--- src/rtl/piso_tx_if.sv ---
// Parallel-load / serial-out transmitter bus: parallel word and load request in,
// serial line plus frame strobes out.
interface piso_tx_if;
  logic [6:0] i_data_in;
  logic       i_load;
  logic       o_data_out;
  logic       o_start;
  logic       o_busy;
  logic       o_done;

  modport master (
    output i_data_in, i_load,
    input  o_data_out, o_start, o_busy, o_done
  );

  modport slave (
    input  i_data_in, i_load,
    output o_data_out, o_start, o_busy, o_done
  );
endinterface

--- src/rtl/piso_tx.sv ---
// 7-bit PISO transmitter: start strobe, then 7 data bits LSB first,
// each period lasting CYCLES_PER_BIT+1 clocks, then a one-clock done pulse.
module piso_tx #(
  parameter int CYCLES_PER_BIT = 0
) (
  input  logic        clk,
  input  logic        reset,
  piso_tx_if.slave    bus
);

  typedef enum logic [1:0] {
    IDLE  = 2'd0,
    START = 2'd1,
    SHIFT = 2'd2,
    DONE  = 2'd3
  } state_t;

  localparam logic [7:0] LAST_CYC = 8'(CYCLES_PER_BIT);

  state_t     state;
  logic [6:0] shift_reg;
  logic [2:0] bit_cnt;
  logic [7:0] cyc_cnt;
  logic       period_end;

  assign period_end = (cyc_cnt == LAST_CYC);

  always_ff @(posedge clk or posedge reset) begin
    if (reset) begin
      state          <= IDLE;
      shift_reg      <= '0;
      bit_cnt        <= '0;
      cyc_cnt        <= '0;
      bus.o_data_out <= 1'b0;
      bus.o_start    <= 1'b0;
      bus.o_busy     <= 1'b0;
      bus.o_done     <= 1'b0;
    end else begin
      case (state)
        IDLE: begin
          bit_cnt        <= '0;
          cyc_cnt        <= '0;
          bus.o_data_out <= 1'b0;
          bus.o_start    <= 1'b0;
          bus.o_busy     <= 1'b0;
          bus.o_done     <= 1'b0;
          if (bus.i_load) begin
            shift_reg   <= bus.i_data_in;
            state       <= START;
            bus.o_start <= 1'b1;
            bus.o_busy  <= 1'b1;
          end
        end
        START: begin
          if (period_end) begin
            cyc_cnt        <= '0;
            state          <= SHIFT;
            bus.o_start    <= 1'b0;
            bus.o_data_out <= shift_reg[0];
          end else begin
            cyc_cnt <= cyc_cnt + 8'd1;
          end
        end
        SHIFT: begin
          if (period_end) begin
            cyc_cnt   <= '0;
            shift_reg <= {1'b0, shift_reg[6:1]};
            bit_cnt   <= bit_cnt + 3'd1;
            // Registered output, so present the bit that becomes shift_reg[0] after this shift.
            if (bit_cnt == 3'd6) begin
              state          <= DONE;
              bus.o_data_out <= 1'b0;
              bus.o_done     <= 1'b1;
            end else begin
              bus.o_data_out <= shift_reg[1];
            end
          end else begin
            cyc_cnt <= cyc_cnt + 8'd1;
          end
        end
        DONE: begin
          state      <= IDLE;
          bit_cnt    <= '0;
          cyc_cnt    <= '0;
          bus.o_done <= 1'b0;
          bus.o_busy <= 1'b0;
        end
        default: begin
          state          <= IDLE;
          bit_cnt        <= '0;
          cyc_cnt        <= '0;
          bus.o_data_out <= 1'b0;
          bus.o_start    <= 1'b0;
          bus.o_busy     <= 1'b0;
          bus.o_done     <= 1'b0;
        end
      endcase
    end
  end

endmodule

--- src/flat_wrapper.sv ---
// flat-port wrapper written by rule: the top's interface ports become plain ports
module piso_tx_flat 
#(
  parameter int CYCLES_PER_BIT = 0
)
  (clk, reset, bus_i_data_in, bus_i_load, bus_o_data_out, bus_o_start, bus_o_busy, bus_o_done);
  piso_tx_if bus_i ();
  input  logic clk;
  input  logic reset;
  input wire logic [$bits(bus_i.i_data_in)-1:0] bus_i_data_in;
  input wire logic [$bits(bus_i.i_load)-1:0] bus_i_load;
  output wire logic [$bits(bus_i.o_data_out)-1:0] bus_o_data_out;
  output wire logic [$bits(bus_i.o_start)-1:0] bus_o_start;
  output wire logic [$bits(bus_i.o_busy)-1:0] bus_o_busy;
  output wire logic [$bits(bus_i.o_done)-1:0] bus_o_done;
  assign bus_i.i_data_in = bus_i_data_in;
  assign bus_i.i_load = bus_i_load;
  assign bus_o_data_out = bus_i.o_data_out;
  assign bus_o_start = bus_i.o_start;
  assign bus_o_busy = bus_i.o_busy;
  assign bus_o_done = bus_i.o_done;
  piso_tx #(.CYCLES_PER_BIT(CYCLES_PER_BIT)) u_core (.clk(clk), .reset(reset), .bus(bus_i));
endmodule
--- config.mk ---
export PLATFORM = sky130hd
export DESIGN_NAME = piso_tx_flat
export DESIGN_NICKNAME = d
export VERILOG_FILES = /design/src/rtl/piso_tx_if.sv /design/src/rtl/piso_tx.sv /design/src/flat_wrapper.sv
export SDC_FILE = /design/constraint.sdc
export NUM_CORES = 1
export LEC_CHECK = 0
export ABC_CLOCK_PERIOD_IN_PS = 1680
export BUFFER_PORTS_ARGS = -buffer_cell sky130_fd_sc_hd__clkbuf_2
export CELL_PAD_IN_SITES_DETAIL_PLACEMENT = 0
export CELL_PAD_IN_SITES_GLOBAL_PLACEMENT = 1
export CORE_UTILIZATION = 40
export CTS_CLUSTER_DIAMETER = 30
export DETAILED_ROUTE_END_ITERATION = 8
export GPL_ROUTABILITY_DRIVEN = 0
export PLACE_DENSITY = 0.82
export SLEW_MARGIN = 20
export SYNTH_ARGS = -nofsm -noshare
export SYNTH_HDL_FRONTEND = slang
export SYNTH_SLANG_ARGS = --single-unit
--- constraint.sdc ---
create_clock -name clk -period 1.68 [get_ports clk]
set_clock_uncertainty 0.05 [all_clocks]
set_input_delay 0.336 -clock clk [delete_from_list [all_inputs] [get_ports clk]]
set_output_delay 0.336 -clock clk [all_outputs]
set_load 0.005 [all_outputs]
==> results of run 1 <==
[worst max-delay path, stage by stage, from the launching register on]
cell and delay [ns]:
dfrtp_1 0.40, inv_1 0.06, ha_1 0.14, nor4b_4 0.30, and2_4 0.23, o21bai_2 0.08, mux2_4 0.29
[final timing paths]
check | startpoint | to | slack (ns)
setup / recovery | u_core.cyc_cnt[0] | u_core.bus.o_data_out | 0.05
setup reg to reg | u_core.cyc_cnt[0] | u_core.bus.o_data_out | 0.05
max in group asynchronous | reset | u_core.cyc_cnt[7] | 0.81
hold reg to reg | u_core.bus.o_busy | u_core.bus.o_busy | 0.46
hold / removal | bus_i_data_in[6] | u_core.shift_reg[6] | 0.15
min in group asynchronous | reset | u_core.bit_cnt[1] | 0.52
[cell families after synthesis]
family / Yosys count / synth area share [%]
multiplexers: 4 / 3.578
AO/OA/AOI/OAI: 31 / 16.83
adder cells (fa/ha/maj): 8 / 7.737
AND/OR/NAND/NOR: 38 / 16.73
flip-flops: 24 / 46.42
XOR/XNOR: 6 / 4.062
buffers and inverters: 14 / 4.642
[synth_stat cells]
master	number
o21a_1	1
a2bb2oi_1	4
o22ai_1	10
ha_1	8
a21boi_0	1
a21oi_1	5
o21bai_2	1
and3_1	1
and3_2	2
nand3b_1	1
buf_6	1
nand2_2	1
nand3_1	11
nor3_2	1
inv_1	10
nand2b_1	2
nor4b_4	1
nor2_1	11
a21boi_1	1
a22oi_1	1
nand4b_1	1
xor2_1	5
o31ai_1	1
clkbuf_1	2
o21ai_0	2
mux2_2	1
and2_4	1
xnor2_1	1
buf_1	1
nand2_1	4
or3_1	1
a311o_1	1
dfrtp_1	24
mux2i_1	2
mux2_4	1
o311ai_1	3
[power breakdown]
part | switching [mW] | leakage [nW] | internal [mW] | total (mW)
logic | 0.683 | 0.431 | 0.687 | 1.37
registers | 0.128 | 0.306 | 0.748 | 0.876
clock network | 0.181 | 0.0210 | 0.133 | 0.314
total | 0.993 | 0.758 | 1.57 | 2.56
[final cells by class]
type                    instances  area [um^2]  share of cell area [%]
multi-input cells              87        693.2                   43.25
repair buffers                 27        180.2                   11.24
well taps                      44        55.05                   3.435
clock buffers                   4        36.28                   2.264
inverters                      10        37.54                   2.342
flip-flops and latches         24        600.6                   37.47
[per-stage QoR]
stage,hold slack (ns),cells,setup TNS [ns],power (mW)
2_1_floorplan,0.3006,125,0,1.655
3_3_place_gp,0.3258,188,0,2.020
3_5_place_dp,0.3313,188,0,2.065
4_1_cts,0.1535,193,0,2.371
5_1_grt,0.1501,196,-0.8077,2.759
6_report,0.1490,196,0,2.560
[layer usage]
metal / track usage (%) / share of wire [%]
met1: 24.40 / 49
met5: 0 / 0
met3: 1.978 / 3.1
met2: 26.46 / 46
met4: 6.122 / 2.0
[what timing repair did]
item | CTS | global route
gates resized for setup | 0 | 16
hold endpoints to repair | 24 | 0
endpoints found under the setup margin | 0 | 13
setup buffers | 0 | 3
hold buffers | 1 | 0
==> flow_metrics.tcl, run 1 <==
set metrics [dict create \
    outcome "complete, no violations" \
    wl_um 2699 \
    drt_iter0_markers 25 \
    worst_slack_ns 0.04821 \
    overflow 0 \
    cts.clk_slew.worst_paths_ns 0.14 \
    clock_sink_count 24 \
    first_pass_iters 4 \
    syn_inst 125 \
    layout_commonest_cell "dfrtp_1" \
    cts_buffers 3 \
    routedWlPerCell_um 13.77 \
    finish.instance_area_um2 1603 \
    slew_headroom_pct 73.55 \
    grt_pass1_vias 958 \
    synthToLayoutAreaGrowth_pct 23.89 \
    syn_area_um2 1294 \
    remaining_drc_errors 0 \
    grt_use_total_pct 17.00 \
    die_w_um 58.87 \
    grt_antenna_before_repair 0 \
    criticalPathCategory "reg -> reg" \
    n_fill_cell 288 \
    num_vias 1023 \
    drv_slew 0 \
    yosysUniqueCellTypes 36 \
    setup_viol 0 \
    yosysWarnings 0 \
    drive_above_1_share_pct 32.24 \
    crit_fanout 4 \
    htree_levels 1 \
    period_share_pct 97.13 \
    yosysSeqAreaShare_pct 46.42 \
    antenna_left 0 \
    viasPerCell 5.219 \
    start_util_pct 42.38 \
    clock_path_buffers 2 \
    synth_area_leader_cell "dfrtp_1" \
    hold_depth 3 \
    cts_tree "yes" \
    max_freq_mhz 612.8 \
    io_buffers 13 \
    static-leakage-power_nw 0.7584 \
    end_kind "flip-flop" \
    timing.final.hold_violations 0 \
    core_area_um2 3053 \
    rows 20 \
    largest_reg_flops 8 \
    rsz0062_at_grt "yes" \
    layout_min_cycle_time_ns 1.632 \
    cap_violations 0 \
    postPlaceCellArea_um2 1466 \
    cts_root_buf "clkbuf_4" \
    layout_common_cells "24 x dfrtp_1, 13 x clkbuf_2, 11 x nor2_1, 11 x buf_4" \
    yosysTopAreaCellShare_pct 46.42 \
    hold_path.class "in -> reg" \
    grt_pass1_wl_um 4395 \
    die_height_um 58.87 \
    powerDensity_nw_per_um2 1597 \
    r2r_cells 6 \
    ioPinCount 14 \
    syn_nets 143 \
    worst_pin_slew_ns 0.3946 \
    syn_avg_cell_area_um2 10.35 \
    arrival_ns 1.81 \
    dp_hpwl_um 1892 \
    place_ws_ns 0.03142 \
    ir_drop_v 0.0009011 \
    fin_nets 171 \
    utilization_pct 52.50 \
    clkLatencyLatePin_ns 0.32 \
    die_area_um2 3466 \
    synth-seq-cells 24 \
    startpoint_type "flip-flop" \
    diodes 0 \
    grt_max_degree 25 \
    ys_top_cells_by_area "dfrtp_1 46%, ha_1 7.7%, o22ai_1 4.8%" \
    crit_required_ns 1.86 \
]
Power figures use the tool's default switching activity.
==> run 2: changes to the inputs <==
SETUP_SLACK_MARGIN = 0.15   (was default)
==> flow_metrics.tcl, run 2 (synthesis gave the netlist of run 1 again) <==
set metrics [dict create \
    wl_um 3040 \
    die_w_um 58.87 \
    die_height_um 58.87 \
    drv_slew 0 \
    utilization_pct 56.27 \
    fin_tns_setup_ns 0 \
    dp_hpwl_um 2007 \
    fin_hold_ws_ns 0.1903 \
    antenna_left 0 \
    hold_path.class "in -> reg" \
    rsz0062_at_grt "yes" \
    first_pass_iters 4 \
    core_area_um2 3053 \
    clkLatencyLatePin_ns 0.30 \
    power_frac_clock_pct 8.8 \
    cts_buffers 3 \
    place_ws_ns -0.02615 \
    layout_common_cells "23 x dfrtp_1, 14 x buf_4, 13 x clkbuf_2" \
    cts.clk_slew.worst_paths_ns 0.13 \
    hp-start "bus_i_data_in[6]" \
    viasPerCell 5.342 \
    grt_pass1_vias 1094 \
    rows 20 \
    startpoint_type "flip-flop" \
    postPlaceCellArea_um2 1470 \
    combPwrFrac_pct 59.3 \
    grt_antenna_before_repair 0 \
    slew_headroom_pct 78.62 \
    die_area_um2 3466 \
    fin_nets 175 \
    r2r_cells 8 \
    place_inst 188 \
    p_int_mw 1.684 \
    clock_path_buffers 2 \
    finish.instance_area_um2 1718 \
    num_vias 1063 \
    drt_iter0_markers 29 \
    timing.final.hold_violations 0 \
    final-seq-area_um2 601.8 \
    remaining_drc_errors 0 \
    min_to "u_core.shift_reg[6]" \
    netSwitchingFraction_pct 39.63 \
    fin_total_pwr_mw 2.789 \
    synthToLayoutAreaGrowth_pct 32.79 \
    regToRegSetupSlack_ns 0.04 \
    io_buffers 13 \
    final_cells 199 \
    static-leakage-power_nw 0.7928 \
    grt_max_degree 25 \
    routedWlPerCell_um 15.28 \
    grt_pass1_wl_um 4795 \
    reg2reg_to "u_core.bit_cnt[1]" \
    largest_reg_flops 8 \
    arrival_ns 1.78 \
    powerDensity_nw_per_um2 1624 \
    setup_viol 0 \
    p_seq_share_pct 31.9 \
    clock_sink_count 24 \
    period_share_pct 97.37 \
    drive_above_1_share_pct 39.35 \
    multi_input_area_um2 787.0 \
    grt_use_total_pct 18.41 \
    start_util_pct 42.38 \
    r2r_start "u_core.cyc_cnt[0]" \
    cap_violations 0 \
    hold_depth 3 \
    crit_required_ns 1.82 \
    layout_commonest_cell "dfrtp_1" \
    worst_pin_slew_ns 0.3174 \
    criticalPathCategory "reg -> reg" \
    outcome "complete, no violations" \
    htree_levels 1 \
    p_sw_mw 1.105 \
    ir_drop_v 0.0008602 \
    max_freq_mhz 611.3 \
    cts_root_buf "clkbuf_4" \
    overflow 0 \
    crit_fanout 8 \
    worst_slack_ns 0.04421 \
    n_fill_cell 263 \
    end_kind "flip-flop" \
    cts_tree "yes" \
    layout_min_cycle_time_ns 1.636 \
    diodes 0 \
    ioPinCount 14 \
]
[run 2: cell types whose count changed in the layout (fill, tap and decap cells not counted), moves of 2 or more]
| cell | delta |
|---|---|
| buf_4 | +3 |
| o311ai_1 | -3 |
| ha_4 | +2 |
| inv_1 | -2 |
| inv_2 | +2 |
| o22ai_1 | -2 |
| o22ai_2 | +2 |
| o311ai_2 | +2 |
[run 2: worst max-delay path: stages, from the launching register on]
cell and delay, ns:
dfrtp_1 0.40, inv_1 0.06, ha_1 0.13, nor4b_4 0.24, buf_4 0.20, nand2_4 0.09, buf_4 0.17, nand3_1 0.09
o311ai_2 0.10
[run 2: routing by layer]
metal / up-vias / share of wire (%) / track usage (%) / routed length [um]
met5: - / 0 / 0 / 0
met4: 0 / 2.1 / 9.864 / 64
met3: 6 / 2.1 / 1.978 / 65
met2: 15 / 52 / 31.49 / 1580
met1: 534 / 44 / 22.75 / 1330
li1: 508 / - / - / -
[run 2: power groups by stage]
stage	Sequential, mW	Combinational (mW)	Clock [mW]
after floorplan	0.855	0.824	0
after global placement	0.866	1.16	0
after detailed placement	0.872	1.19	0
after CTS	0.865	1.30	0.259
after global routing	0.904	1.79	0.284
final	0.889	1.65	0.247
[run 2: repair_timing]
item / 4_1_cts / 5_1_grt
setup buffers: 5 / 2
endpoints found under the hold margin: 24 / 0
pin swaps: 5 / 5
hold buffers: 1 / 0
gates resized for setup: 11 / 19
setup endpoints to repair: 22 / 23
[run 2: cell type report]
| type | count | area share (%) |
|---|---|---|
| multi-input combinational | 87 | 45.81 |
| sequential | 24 | 35.03 |
| timing repair buffer | 31 | 12.45 |
| tap | 44 | 3.205 |
| inverter | 10 | 2.185 |
| clock buffer | 3 | 1.311 |
[run 2: worst max-delay path by stage]
stage	from	end	slack, ns	cells after the start
after floorplan	u_core.cyc_cnt[0]	u_core.bus.o_data_out	0.09	6
after global placement	u_core.cyc_cnt[0]	u_core.shift_reg[2]	0.06	6
after detailed placement	u_core.cyc_cnt[0]	u_core.shift_reg[2]	-0.03	6
after CTS	u_core.cyc_cnt[0]	u_core.bit_cnt[2]	0.1	6
after global routing	u_core.cyc_cnt[0]	u_core.bit_cnt[1]	-0.07	8
final	u_core.cyc_cnt[0]	u_core.bit_cnt[1]	0.04	8
==> run 3: changes to the inputs <==
CORE_MARGIN = 2   (was default)
MAX_ROUTING_LAYER = met4   (was default)
SETUP_SLACK_MARGIN = default   (was 0.15)
==> flow_metrics.tcl, run 3 (synthesis gave the netlist of run 1 again) <==
set metrics [dict create \
    die_height_um 60.87 \
    power_frac_clock_pct 10.7 \
    clkLatencyLatePin_ns 0.33 \
    core_area_um2 3053 \
    synthToLayoutAreaGrowth_pct 23.31 \
    grt_use_met1_pct 21.69 \
    cts.clk_slew.worst_paths_ns 0.14 \
    hp-start "bus_i_data_in[6]" \
    fin_tns_setup_ns 0 \
    r2r_cells 5 \
    worst_pin_slew_ns 0.3235 \
    place_ws_ns 0.01480 \
    rows 20 \
    static-leakage-power_nw 0.7605 \
    p_seq_share_pct 35.1 \
    ir_drop_v 0.0008457 \
    htree_levels 1 \
    viasPerCell 5.406 \
    cap_violations 0 \
    grt_use_total_pct 16.45 \
    gr-usage-met2_pct 24.42 \
    fin_nets 173 \
    start_util_pct 42.38 \
    fin_total_pwr_mw 2.498 \
    utilization_pct 52.25 \
    met3_usage_pct 2.559 \
    layout_min_cycle_time_ns 1.646 \
    end_kind "flip-flop" \
    p_sw_mw 0.9759 \
    regToRegSetupSlack_ns 0.03 \
    io_buffers 13 \
    dp_hpwl_um 1922 \
    netSwitchingFraction_pct 39.07 \
    grt_pass1_wl_um 4374 \
    setup_viol 0 \
    rsz0062_at_grt "yes" \
    r2r_start "u_core.state[0]" \
    hold_path.class "in -> reg" \
    min_to "u_core.shift_reg[6]" \
    arrival_ns 1.83 \
    powerDensity_nw_per_um2 1566 \
    first_pass_iters 4 \
    largest_reg_flops 8 \
    remaining_drc_errors 0 \
    fin_hold_ws_ns 0.1534 \
    worst_slack_ns 0.03424 \
    overflow 0 \
    grt_pass1_vias 983 \
    period_share_pct 97.96 \
    criticalPathCategory "reg -> reg" \
    busiest_layer "met2" \
    wl_um 2740 \
    crit_fanout 17 \
    drt_iter0_markers 32 \
    clock_path_buffers 2 \
    combPwrFrac_pct 54.2 \
    timing.final.hold_violations 0 \
    cts_root_buf "clkbuf_4" \
    reg2reg_to "u_core.bit_cnt[1]" \
    clock_sink_count 24 \
    crit_required_ns 1.87 \
    max_freq_mhz 607.6 \
    p_int_mw 1.522 \
    slew_headroom_pct 78.34 \
    ioPinCount 14 \
    layout_common_cells "24 x dfrtp_1, 13 x clkbuf_2, 13 x buf_4" \
    path_cells "inv_1 -> ha_2 -> buf_6 -> nand3_1 -> o311ai_1" \
    drive_above_1_share_pct 29.41 \
    cts_buffers 3 \
    num_vias 1065 \
    grt_antenna_before_repair 0 \
    diodes 0 \
    crit_slowest_cell "dfrtp_1" \
    die_area_um2 3705 \
    outcome "complete, no violations" \
    place_inst 190 \
    n_fill_cell 290 \
    postPlaceCellArea_um2 1481 \
    grt_max_degree 25 \
    die_w_um 60.87 \
    layout_commonest_cell "dfrtp_1" \
    startpoint_type "flip-flop" \
    routedWlPerCell_um 13.91 \
    hold_depth 3 \
    critical-path-max-stage-delay_ns 0.41 \
    finish.instance_area_um2 1595 \
    final_cells 197 \
    drv_slew 0 \
    cts_tree "yes" \
    antenna_left 0 \
]
==> run 3: cell types whose count changed in the layout (fill, tap and decap cells not counted), sizes merged <==
cell	delta
buf	-2
==> run 3: power groups by stage <==
stage,combinational [mW],sequential [mW],clock [mW]
global route,1.48,0.894,0.286
global placement,1.17,0.873,0
floorplan,0.800,0.855,0
finish,1.35,0.877,0.266
detailed placement,1.19,0.878,0
CTS,1.20,0.866,0.260
==> run 3: worst max path at each step <==
stage | startpoint | to | cells past startpoint | slack [ns]
after floorplan | u_core.state[0] | u_core.bit_cnt[0] | 6 | 0.04
after global placement | u_core.cyc_cnt[0] | u_core.bus.o_data_out | 6 | 0.009
after detailed placement | u_core.cyc_cnt[0] | u_core.shift_reg[0] | 6 | 0.01
after CTS | u_core.state[1] | u_core.shift_reg[5] | 6 | 0.01
after global routing | u_core.state[0] | u_core.shift_reg[0] | 6 | -0.09
final | u_core.state[0] | u_core.bit_cnt[1] | 5 | 0.03
==> run 3: repair_timing <==
item	in CTS	in global routing
setup buffers	0	3
endpoints found under the hold margin	24	0
pin swaps	0	3
endpoints found under the setup margin	1	22
resized for setup	1	9
hold buffers	1	0
==> run 3: layout make-up <==
cell class / count / area (um^2) / share of cell area (%)
clock buffers: 3 / 22.52 / 1.412
inverters: 10 / 37.54 / 2.353
multi-input cells: 87 / 675.6 / 42.35
flip-flops and latches: 24 / 600.6 / 37.65
well taps: 44 / 55.05 / 3.451
repair buffers: 29 / 203.9 / 12.78
==> run 3: critical path, delay by kind of cell (launching register included) <==
kind	cells	cell delay, ns
AO/OA/AOI/OAI	1	0.30
adder cells (fa/ha/maj)	1	0.27
buffers and inverters	2	0.33
flip-flops	1	0.41
AND/OR/NAND/NOR	1	0.19
==> run 3: metal layers <==
layer	up-vias	wire, um	share of wire [%]
li1	506	-	-
met1	523	1305	48
met2	31	1273	46
met3	5	116	4.2
met4	0	44	1.6
met5	-	0	0
